`src/rtl/euclid_array_top.sv`:
```
// Avalon-MM point-pair distance accelerator; EUCLID_SQRT_EN makes RESULT floor(sqrt(dist^2)).
// Latency: reads 1 cycle; runs take 4 cycles per enabled and 1 per masked channel, plus FINISH. Waitrequest is tied 0.
module euclid_array_top #(
  parameter int NUM_CH  = 4,
  parameter int COORD_W = 16,
  parameter int ADDR_W  = 6
) (
  input  logic              clk,
  input  logic              reset,
  input  logic              slaveread,
  input  logic [ADDR_W-1:0] slaveaddress,
  input  logic              slavewrite,
  input  logic [31:0]       slavewritedata,
  output logic              slavereaddatavalid,
  output logic              slavewaitrequest,
  output logic [31:0]       slavereaddata,
  output logic              irq
);

  localparam int AW  = 2*COORD_W+3;
  localparam int CHW = (NUM_CH > 1) ? $clog2(NUM_CH) : 1;
  localparam logic [CHW-1:0] LAST_CH = CHW'(NUM_CH-1);
`ifdef EUCLID_SQRT_EN
  localparam int NIT = (AW+1)/2;
  localparam int CW  = $clog2(NIT);
  localparam logic SQRT_BIT = 1'b1;
`else
  localparam logic SQRT_BIT = 1'b0;
`endif
  localparam logic [31:0] INFO = {15'd0, SQRT_BIT, 8'(COORD_W), 8'(NUM_CH)};

  typedef enum logic [2:0] {IDLE, LOAD, MULX, MULY, WRITE, SKIP, FINISH, SQRT} state_t;

  state_t                    state_q, state_d;
  logic [CHW-1:0]            ch_q, ch_d, ch_nxt;
  logic                      ie_q, ie_d, done_q, done_d, err_q, err_d;
  logic [NUM_CH-1:0]         mask_q, mask_d;
  logic [COORD_W-1:0]        x1_q [NUM_CH], x1_d [NUM_CH];
  logic [COORD_W-1:0]        x2_q [NUM_CH], x2_d [NUM_CH];
  logic [COORD_W-1:0]        y1_q [NUM_CH], y1_d [NUM_CH];
  logic [COORD_W-1:0]        y2_q [NUM_CH], y2_d [NUM_CH];
  logic [31:0]               res_q [NUM_CH], res_d [NUM_CH];
  logic signed [COORD_W:0]   dx_q, dx_d, dy_q, dy_d, mul_op;
  logic signed [2*COORD_W+1:0] prod;
  logic [AW-1:0]             acc_q, acc_d;
  logic                      rvalid_q, rvalid_d, irq_q, irq_d;
  logic [31:0]               rdata_q, rdata_d;
`ifdef EUCLID_SQRT_EN
  logic [2*NIT-1:0]          rad_q, rad_d;
  logic [NIT-1:0]            root_q, root_d;
  logic [NIT+1:0]            rem_q, rem_d, rem_sh, trial;
  logic [CW-1:0]             cnt_q, cnt_d;
`else
  logic [63:0]               acc_ext;
`endif

  logic [ADDR_W-4:0] blk;
  logic [2:0]        off;
  logic              busy, ctl_sel, start, err_set;
  logic              unused_wd;

  assign blk     = slaveaddress[ADDR_W-1:3];
  assign off     = slaveaddress[2:0];
  assign ctl_sel = (blk == '0);
  assign busy    = (state_q != IDLE);
  assign ch_nxt  = ch_q + CHW'(1);
  assign mul_op  = (state_q == MULY) ? dy_q : dx_q;
  assign prod    = mul_op * mul_op;
  assign unused_wd = ^slavewritedata;

  always_comb begin
    state_d = state_q;  ch_d = ch_q;
    ie_d = ie_q;  mask_d = mask_q;
    x1_d = x1_q;  x2_d = x2_q;  y1_d = y1_q;  y2_d = y2_q;  res_d = res_q;
    dx_d = dx_q;  dy_d = dy_q;  acc_d = acc_q;
    start = 1'b0;  err_set = 1'b0;
    done_d = done_q;  err_d = err_q;
`ifdef EUCLID_SQRT_EN
    rad_d = rad_q;  root_d = root_q;  rem_d = rem_q;  cnt_d = cnt_q;
    rem_sh = {rem_q[NIT-1:0], rad_q[2*NIT-1 -: 2]};
    trial  = {root_q, 2'b01};
`else
    acc_ext = 64'(acc_q);
`endif

    // Coordinates and mask are frozen while a run is in flight.
    if (slavewrite) begin
      if (ctl_sel) begin
        case (off)
          3'd0: begin
            ie_d = slavewritedata[1];
            if (slavewritedata[0]) begin
              if (busy) err_set = 1'b1;
              else      start   = 1'b1;
            end
          end
          3'd1: begin
            if (slavewritedata[1]) done_d = 1'b0;
            if (slavewritedata[2]) err_d  = 1'b0;
          end
          3'd2: begin
            if (busy) err_set = 1'b1;
            else      mask_d  = slavewritedata[NUM_CH-1:0];
          end
          default: ;
        endcase
      end
      for (int c = 0; c < NUM_CH; c++) begin
        if (blk == (ADDR_W-3)'(c+1) && off < 3'd4) begin
          if (busy) err_set = 1'b1;
          else begin
            case (off)
              3'd0:    x1_d[c] = slavewritedata[COORD_W-1:0];
              3'd1:    x2_d[c] = slavewritedata[COORD_W-1:0];
              3'd2:    y1_d[c] = slavewritedata[COORD_W-1:0];
              default: y2_d[c] = slavewritedata[COORD_W-1:0];
            endcase
          end
        end
      end
    end
    if (err_set) err_d = 1'b1;

    case (state_q)
      IDLE: if (start) begin
        ch_d    = '0;
        state_d = mask_q[0] ? LOAD : SKIP;
      end
      LOAD: begin
        dx_d = {x1_q[ch_q][COORD_W-1], x1_q[ch_q]} - {x2_q[ch_q][COORD_W-1], x2_q[ch_q]};
        dy_d = {y1_q[ch_q][COORD_W-1], y1_q[ch_q]} - {y2_q[ch_q][COORD_W-1], y2_q[ch_q]};
        state_d = MULX;
      end
      MULX: begin
        acc_d   = {1'b0, prod};
        state_d = MULY;
      end
      MULY: begin
        acc_d = acc_q + {1'b0, prod};
`ifdef EUCLID_SQRT_EN
        rad_d   = (2*NIT)'(acc_d);
        root_d  = '0;
        rem_d   = '0;
        cnt_d   = '0;
        state_d = SQRT;
`else
        state_d = WRITE;
`endif
      end
`ifdef EUCLID_SQRT_EN
      // Restoring square root, one result bit (two radicand bits) per cycle.
      SQRT: begin
        rad_d = rad_q << 2;
        cnt_d = cnt_q + CW'(1);
        if (rem_sh >= trial) begin
          rem_d  = rem_sh - trial;
          root_d = {root_q[NIT-2:0], 1'b1};
        end else begin
          rem_d  = rem_sh;
          root_d = {root_q[NIT-2:0], 1'b0};
        end
        if (cnt_q == CW'(NIT-1)) state_d = WRITE;
      end
`endif
      WRITE, SKIP: begin
        if (state_q == WRITE) begin
`ifdef EUCLID_SQRT_EN
          res_d[ch_q] = 32'(root_q);
`else
          res_d[ch_q] = (|acc_ext[63:32]) ? 32'hFFFF_FFFF : acc_ext[31:0];
`endif
        end
        if (ch_q == LAST_CH) state_d = FINISH;
        else begin
          ch_d    = ch_nxt;
          state_d = mask_q[ch_nxt] ? LOAD : SKIP;
        end
      end
      FINISH: begin
        done_d  = 1'b1;
        state_d = IDLE;
      end
      default: state_d = IDLE;
    endcase

    rvalid_d = slaveread;
    rdata_d  = '0;
    if (slaveread) begin
      if (ctl_sel) begin
        case (off)
          3'd0:    rdata_d = {30'd0, ie_q, 1'b0};
          3'd1:    rdata_d = {29'd0, err_q, done_q, busy};
          3'd2:    rdata_d = 32'(mask_q);
          3'd3:    rdata_d = INFO;
          default: rdata_d = '0;
        endcase
      end
      for (int c = 0; c < NUM_CH; c++) begin
        if (blk == (ADDR_W-3)'(c+1)) begin
          case (off)
            3'd0:    rdata_d = 32'(x1_q[c]);
            3'd1:    rdata_d = 32'(x2_q[c]);
            3'd2:    rdata_d = 32'(y1_q[c]);
            3'd3:    rdata_d = 32'(y2_q[c]);
            3'd4:    rdata_d = res_q[c];
            default: rdata_d = '0;
          endcase
        end
      end
    end

    irq_d = done_q & ie_q;
  end

  always_ff @(posedge clk or posedge reset) begin
    if (reset) begin
      state_q  <= IDLE;
      ch_q     <= '0;
      ie_q     <= 1'b0;
      done_q   <= 1'b0;
      err_q    <= 1'b0;
      mask_q   <= '0;
      x1_q     <= '{default: '0};
      x2_q     <= '{default: '0};
      y1_q     <= '{default: '0};
      y2_q     <= '{default: '0};
      res_q    <= '{default: '0};
      dx_q     <= '0;
      dy_q     <= '0;
      acc_q    <= '0;
      rvalid_q <= 1'b0;
      rdata_q  <= '0;
      irq_q    <= 1'b0;
`ifdef EUCLID_SQRT_EN
      rad_q    <= '0;
      root_q   <= '0;
      rem_q    <= '0;
      cnt_q    <= '0;
`endif
    end else begin
      state_q  <= state_d;
      ch_q     <= ch_d;
      ie_q     <= ie_d;
      done_q   <= done_d;
      err_q    <= err_d;
      mask_q   <= mask_d;
      x1_q     <= x1_d;
      x2_q     <= x2_d;
      y1_q     <= y1_d;
      y2_q     <= y2_d;
      res_q    <= res_d;
      dx_q     <= dx_d;
      dy_q     <= dy_d;
      acc_q    <= acc_d;
      rvalid_q <= rvalid_d;
      rdata_q  <= rdata_d;
      irq_q    <= irq_d;
`ifdef EUCLID_SQRT_EN
      rad_q    <= rad_d;
      root_q   <= root_d;
      rem_q    <= rem_d;
      cnt_q    <= cnt_d;
`endif
    end
  end

  assign slavereaddatavalid = rvalid_q;
  assign slavereaddata      = rdata_q;
  assign slavewaitrequest   = 1'b0;
  assign irq                = irq_q;

endmodule

```
`config.mk`:
```
export PLATFORM = sky130hd
export DESIGN_NAME = euclid_array_top
export DESIGN_NICKNAME = d
export VERILOG_FILES = /design/src/rtl/euclid_array_top.sv
export SDC_FILE = /design/constraint.sdc
export NUM_CORES = 2
export LEC_CHECK = 0
export ABC_AREA = 1
export CORE_MARGIN = 4
export CORE_UTILIZATION = 50
export CTS_BUF_LIST = sky130_fd_sc_hd__clkbuf_16
export CTS_CLUSTER_DIAMETER = 30
export CTS_CLUSTER_SIZE = 30
export DETAILED_ROUTE_END_ITERATION = 6
export GPL_TIMING_DRIVEN = 0
export PLACE_DENSITY = 0.71
export SLEW_MARGIN = 20
export SYNTH_ARGS = -nofsm -noshare
export SYNTH_HDL_FRONTEND = slang
export SYNTH_SLANG_ARGS = --single-unit
```
`constraint.sdc`:
```
create_clock -name clk -period 30.4 [get_ports clk]
set_clock_uncertainty 0.1 [all_clocks]
set_input_delay 9.12 -clock clk [delete_from_list [all_inputs] [get_ports clk]]
set_output_delay 9.12 -clock clk [all_outputs]
set_load 0.005 [all_outputs]
```
# Word-level counts from Yosys, hierarchy flattened
# Cells that the tools add are included.
[totals] register_bits=499 input_bits=42 out_inout_bits=35 wordCells=174
[op_classes] add_sub_neg=4 mul=1 magnitude_cmp=4 n_eq_ne=17 n_mux=68 bitwise_logic=4 n_reduce_logical=44
[ops] op="32-bit case mux with 5 select lines" count=4
[ops] op="32-bit two-way mux" count=7
[ops] op="16-bit binary-select mux with 2-bit select" count=4
[ops] op="128-bit bitwise mux" count=1
[ops] op="16-bit two-way mux" count=8
[ops] op="4-bit AND reduction" count=19
[ops] op="35-bit case mux with 2 select lines" count=1
[ops] op="32-bit demux with 2-bit select" count=1
[ops] op="13-bit case mux with 4 select lines" count=1
[ops] op="35-bit by 34-bit adder with 35-bit output" count=1
[ops] op="17-bit by 17-bit multiplier with 34-bit output" count=1
[ops] op="16-bit by 16-bit subtractor with 17-bit output" count=2
[ops] op="1-bit two-way mux" count=29
[ops] op="2-bit nonzero test" count=10
[ops] op="3-bit by 2-bit == test with 1-bit output, second input constant" count=6
[ops] op="17-bit two-way mux" count=1
[ops] op="3-bit == test, second input constant" count=5
[ops] op="3-bit case mux with 5 select lines" count=1
[ops] op="13-bit two-way mux" count=1
[ops] op="3-bit two-way mux" count=4
[ops] op="3-bit by 1-bit == test with 1-bit output, second input constant" count=3
[ops] op="3-bit logical NOT" count=3
[ops] op="3-bit AND reduction" count=2
[ops] op="3-bit OR reduction" count=2
[ops] op="other kinds (18)" count=25

# Depth between registers and ports, before layout
[logic_depth] ltp_word=17 mapped_depth=46 depth_no_buf=44

# Least setup slack after synthesis
# Ideal clock, no wire load.
[synth_path] kind="input -> register" start="input port slaveaddress[4]" end="register y2_q[10] in the netlist's numbering" setup_ns=0.133 arrival_time_ns=10.310 t_required_ns=30.167 path_slack_ns=19.857 cell_stages=9 path_buffers=1 path_cell_list="nor2_1 inv_1 nor2_1 inv_1 nor2_1 nand2_1 clkbuf_1 nand2_1 o21ai_0"
[synth_between] elab_chain_len=3
[synth_rtl] item="start, declared" line="11" rtl="input logic [ADDR_W-1:0] slaveaddress,"
[synth_rtl] item="3-bit == test" line="109" rtl="if (blk == (ADDR_W-3)'(c+1) && off < 3'd4) begin"
[synth_rtl] item="1-bit logical AND" line="109"
[synth_rtl] item="4-bit AND reduction (no source line)"
[synth_rtl] item="end signal, assigned" line="250" rtl="y2_q <= y2_d;"
[synth_rtl] item="end, declared" line="41" rtl="logic [COORD_W-1:0] y2_q [NUM_CH], y2_d [NUM_CH];"
# Every way passes these cells.
# A chain may end at the register's enable or synchronous reset.

# Final worst setup path
[layout_path] start="input port slaveaddress[2]" end="register rdata_q[10], in the netlist slavereaddata[10]"
[layout_between] elab_chain_len=7 word_cells_on_any_way=14 cone_classes="eq/ne (4); mux (9); reduce/logical (1)"
[layout_rtl] item="3-bit == test (tied with other cells)" line="200" rtl="case (off)"
[layout_rtl] item="32-bit case mux with 5 select lines" line="200"
[layout_rtl] item="32-bit two-way mux (3 in series)" line="199" rtl="if (blk == (ADDR_W-3)'(c+1)) begin"
[layout_rtl] item="32-bit two-way mux (*)" line="199"
[layout_rtl] item="32-bit two-way mux (*)" line="188" rtl="if (slaveread) begin"
[layout_rtl] item="named net rdata_d[10]" line="47" rtl="logic [31:0] rdata_q, rdata_d;"
[layout_rtl] item="end signal, assigned" line="256" rtl="rdata_q <= rdata_d;"
[layout_rtl] item="end, declared" line="47"
# The timed path passes the listed nets; every way through them passes the cells marked *.

==> metrics.yaml <==
fillers: 6959
grt_pass1_wl_um: 242000
criticalPathCategory: "input pin to register"
r2r-start: "state_q[2]$_DFFE_PP0P_"
seq_area_frac_synth: 0.331
ys.flop_type: "dfrtp_1"
period_share: 0.419
synthArstFlopShare: 1.00
reg2reg_depth: 37
layout_common_cells: "nand2_1, inv_1, o21ai_0"
min_from: "dx_q[14]$_DFFE_PP0P_"
hold_depth: 2
grt_max_degree: 98
synth_cell_type_count: 55
final_nets: 5509
drv_cap: 0
drt_iter0_drc: 4310
post_cts_buffers: 0
ff2ff_setup_slack_ns: 20.67
ys_seq_elements: 499
syn_nets: 5330
setup.worst_path.start_class: "input pin"
fin_util: 0.584
grt_usage: 0.422
portBuffers: 59
die_h_um: 283
dp_hpwl_um: 132000
synthToLayoutAreaGrowth_pct: 15.3
ys_warn_count: 0
outcome: "finished, final reports clean"
cts_tree: "yes"
drt-pass1-iter-count: 6
synth_edf_count: 0
cts_resized: 0
start_util: 0.506
die_area_um2: 79900
cts_buffers: 113
synth_cells: 4858
grt_overflow_total: 0
setup_slack_ns: 17.66
worst_pin_slew_ns: 1.32
die_w_um: 283
final_common_cell: "nand2_1"
drc: 0
rsz0062_at_grt: "false"
vias: 36258
slew_violations: 0
antenna_found_initial: 9
postRouteAntennaNets: 0
clk_latency_ns: 0.68
rows: 100
viasPerCell: 5.94
fmax_mhz: 78.5
drive_gt1_frac: 0.0654
htree_levels: 3
cts_sinks: 499
syn_area_um2: 37700
place_ws_ns: 17.40
worstPathArrival_ns: 13.12
hold_buffers: 0
required_ns: 30.78
hold_class: "register to register"
grt_pass1_vias: 35241
cp-end-kind: "register"
gp_congestion: 1.06
path_max_fanout: 10
syn_area_per_cell_um2: 7.77
root_buffer: "clkbuf_16"
final.min_clock_period_ns: 12.74
clk_pin_slew_worst_paths_ns: 0.05
routed_wl_um: 169000
cts_buffer_depth: 3
maxSlewHeadroom: 0.117
num_io_pins: 77
setup_viol: 0
wl_per_cell_um: 27.6
core_area_um2: 74600
finalSetupTns_ns: 0
cp-startpoint: "slaveaddress[2]"
finalHoldViolCount: 0
## through the flow
step           instances  hold WS, ns  instance area [um2]
2_1_floorplan       4858        0.336                37700
3_5_place_dp        5891        0.368                39700
6_report            6109        0.375                43500
3_3_place_gp        5886        0.366                39500
4_1_cts             6103        0.380                43500
5_1_grt             6103        0.402                43500
## layer usage
layer	track usage	part of all wire	vias to the layer above
li1	-	-	15928
met1	0.544	0.38	17553
met2	0.617	0.42	2280
met3	0.117	0.12	491
met4	0.294	0.087	6
met5	0	0.00026	-
## cells in the mapped netlist, types with 2 or more instances
cell,instances,share of area
nand3b_1,13,0.0026
and2_1,12,0.0020
nor4_1,2,0.00033
a21boi_0,3,0.00060
and3_1,2,0.00033
buf_6,3,0.00090
o22ai_1,51,0.0085
nor3b_1,8,0.0016
ha_1,160,0.053
mux2_2,48,0.014
o221ai_1,7,0.0016
clkbuf_1,167,0.017
inv_1,739,0.074
o2111ai_1,7,0.0016
buf_1,10,0.0010
nor3_1,35,0.0046
a221oi_1,17,0.0039
inv_2,25,0.0025
o211ai_1,30,0.0060
o21a_1,3,0.00060
nand4_1,32,0.0053
nor2_2,13,0.0022
o21bai_1,16,0.0032
dfrtp_1,499,0.33
buf_2,35,0.0046
a22o_1,2,0.00046
o31ai_1,14,0.0028
o21ai_1,7,0.00093
o21ai_0,614,0.081
nand2_1,1151,0.11
o21ai_4,13,0.0056
nand3_1,157,0.021
xor2_1,25,0.0058
a32oi_1,5,0.0012
a211oi_1,9,0.0018
xnor2_1,9,0.0021
a22oi_1,6,0.0012
a31oi_1,9,0.0015
a21oi_1,224,0.030
nor2_1,367,0.037
fa_1,270,0.14
or2_2,10,0.0017
a21o_1,17,0.0034
## kinds of logic after synthesis
family                   Yosys count  synth area share
adder cells (fa/ha/maj)          430             0.196
buffers and inverters            981            0.0995
other                              1         0.0000994
AO/OA/AOI/OAI                   1060             0.157
AND/OR/NAND/NOR                 1805             0.193
XOR/XNOR                          34           0.00789
multiplexers                      48            0.0143
flip-flops                       499             0.331
## worst max-delay path, cell delays in order
cell             delay [ns]
clkdlybuf4s50_1        0.55
inv_1                  0.12
nand3b_1               0.78
clkbuf_1               0.73
o21ai_0                0.47
a2111oi_0              1.13
nor3_1                 0.19
## flip-flops by register name, indices dropped and copies added (netlist names)
name	flops
mask_q	4
err_q	1
ie_q	1
dx_q	17
irq	1
slavereaddatavalid	1
state_q	3
y2_q	64
acc_q	35
y1_q	64
slavereaddata	32
ch_q	2
dy_q	17
x2_q	64
res_q	128
x1_q	64
done_q	1
## path summary, 6_finish.rpt
check | endpoint
max | slavereaddata[10]$_DFF_PP0_
min | dx_q[14]$_DFFE_PP0P_
max reg2reg | acc_q[33]$_DFFE_PP0P_
min reg2reg | dx_q[14]$_DFFE_PP0P_
max in group asynchronous | res_q[81]$_DFFE_PP0P_
min in group asynchronous | y2_q[2]$_DFFE_PP0P_
## final cells by class
type                    count  area (um2)  share of cell area
diodes                      6        15.0            0.000345
plain buffers             216         885              0.0203
clock buffers             113        2830              0.0650
clock inverters            99         995              0.0229
inverters                 765        2880              0.0662
multi-input cells        3378       21500               0.494
flip-flops and latches    499       12500               0.287
well taps                 969        1210              0.0279
repair buffers             64         728              0.0167
Power is left out: the tool's default activity adds up to more than one toggle a clock period on the data nets, which glitch-free logic cannot reach.
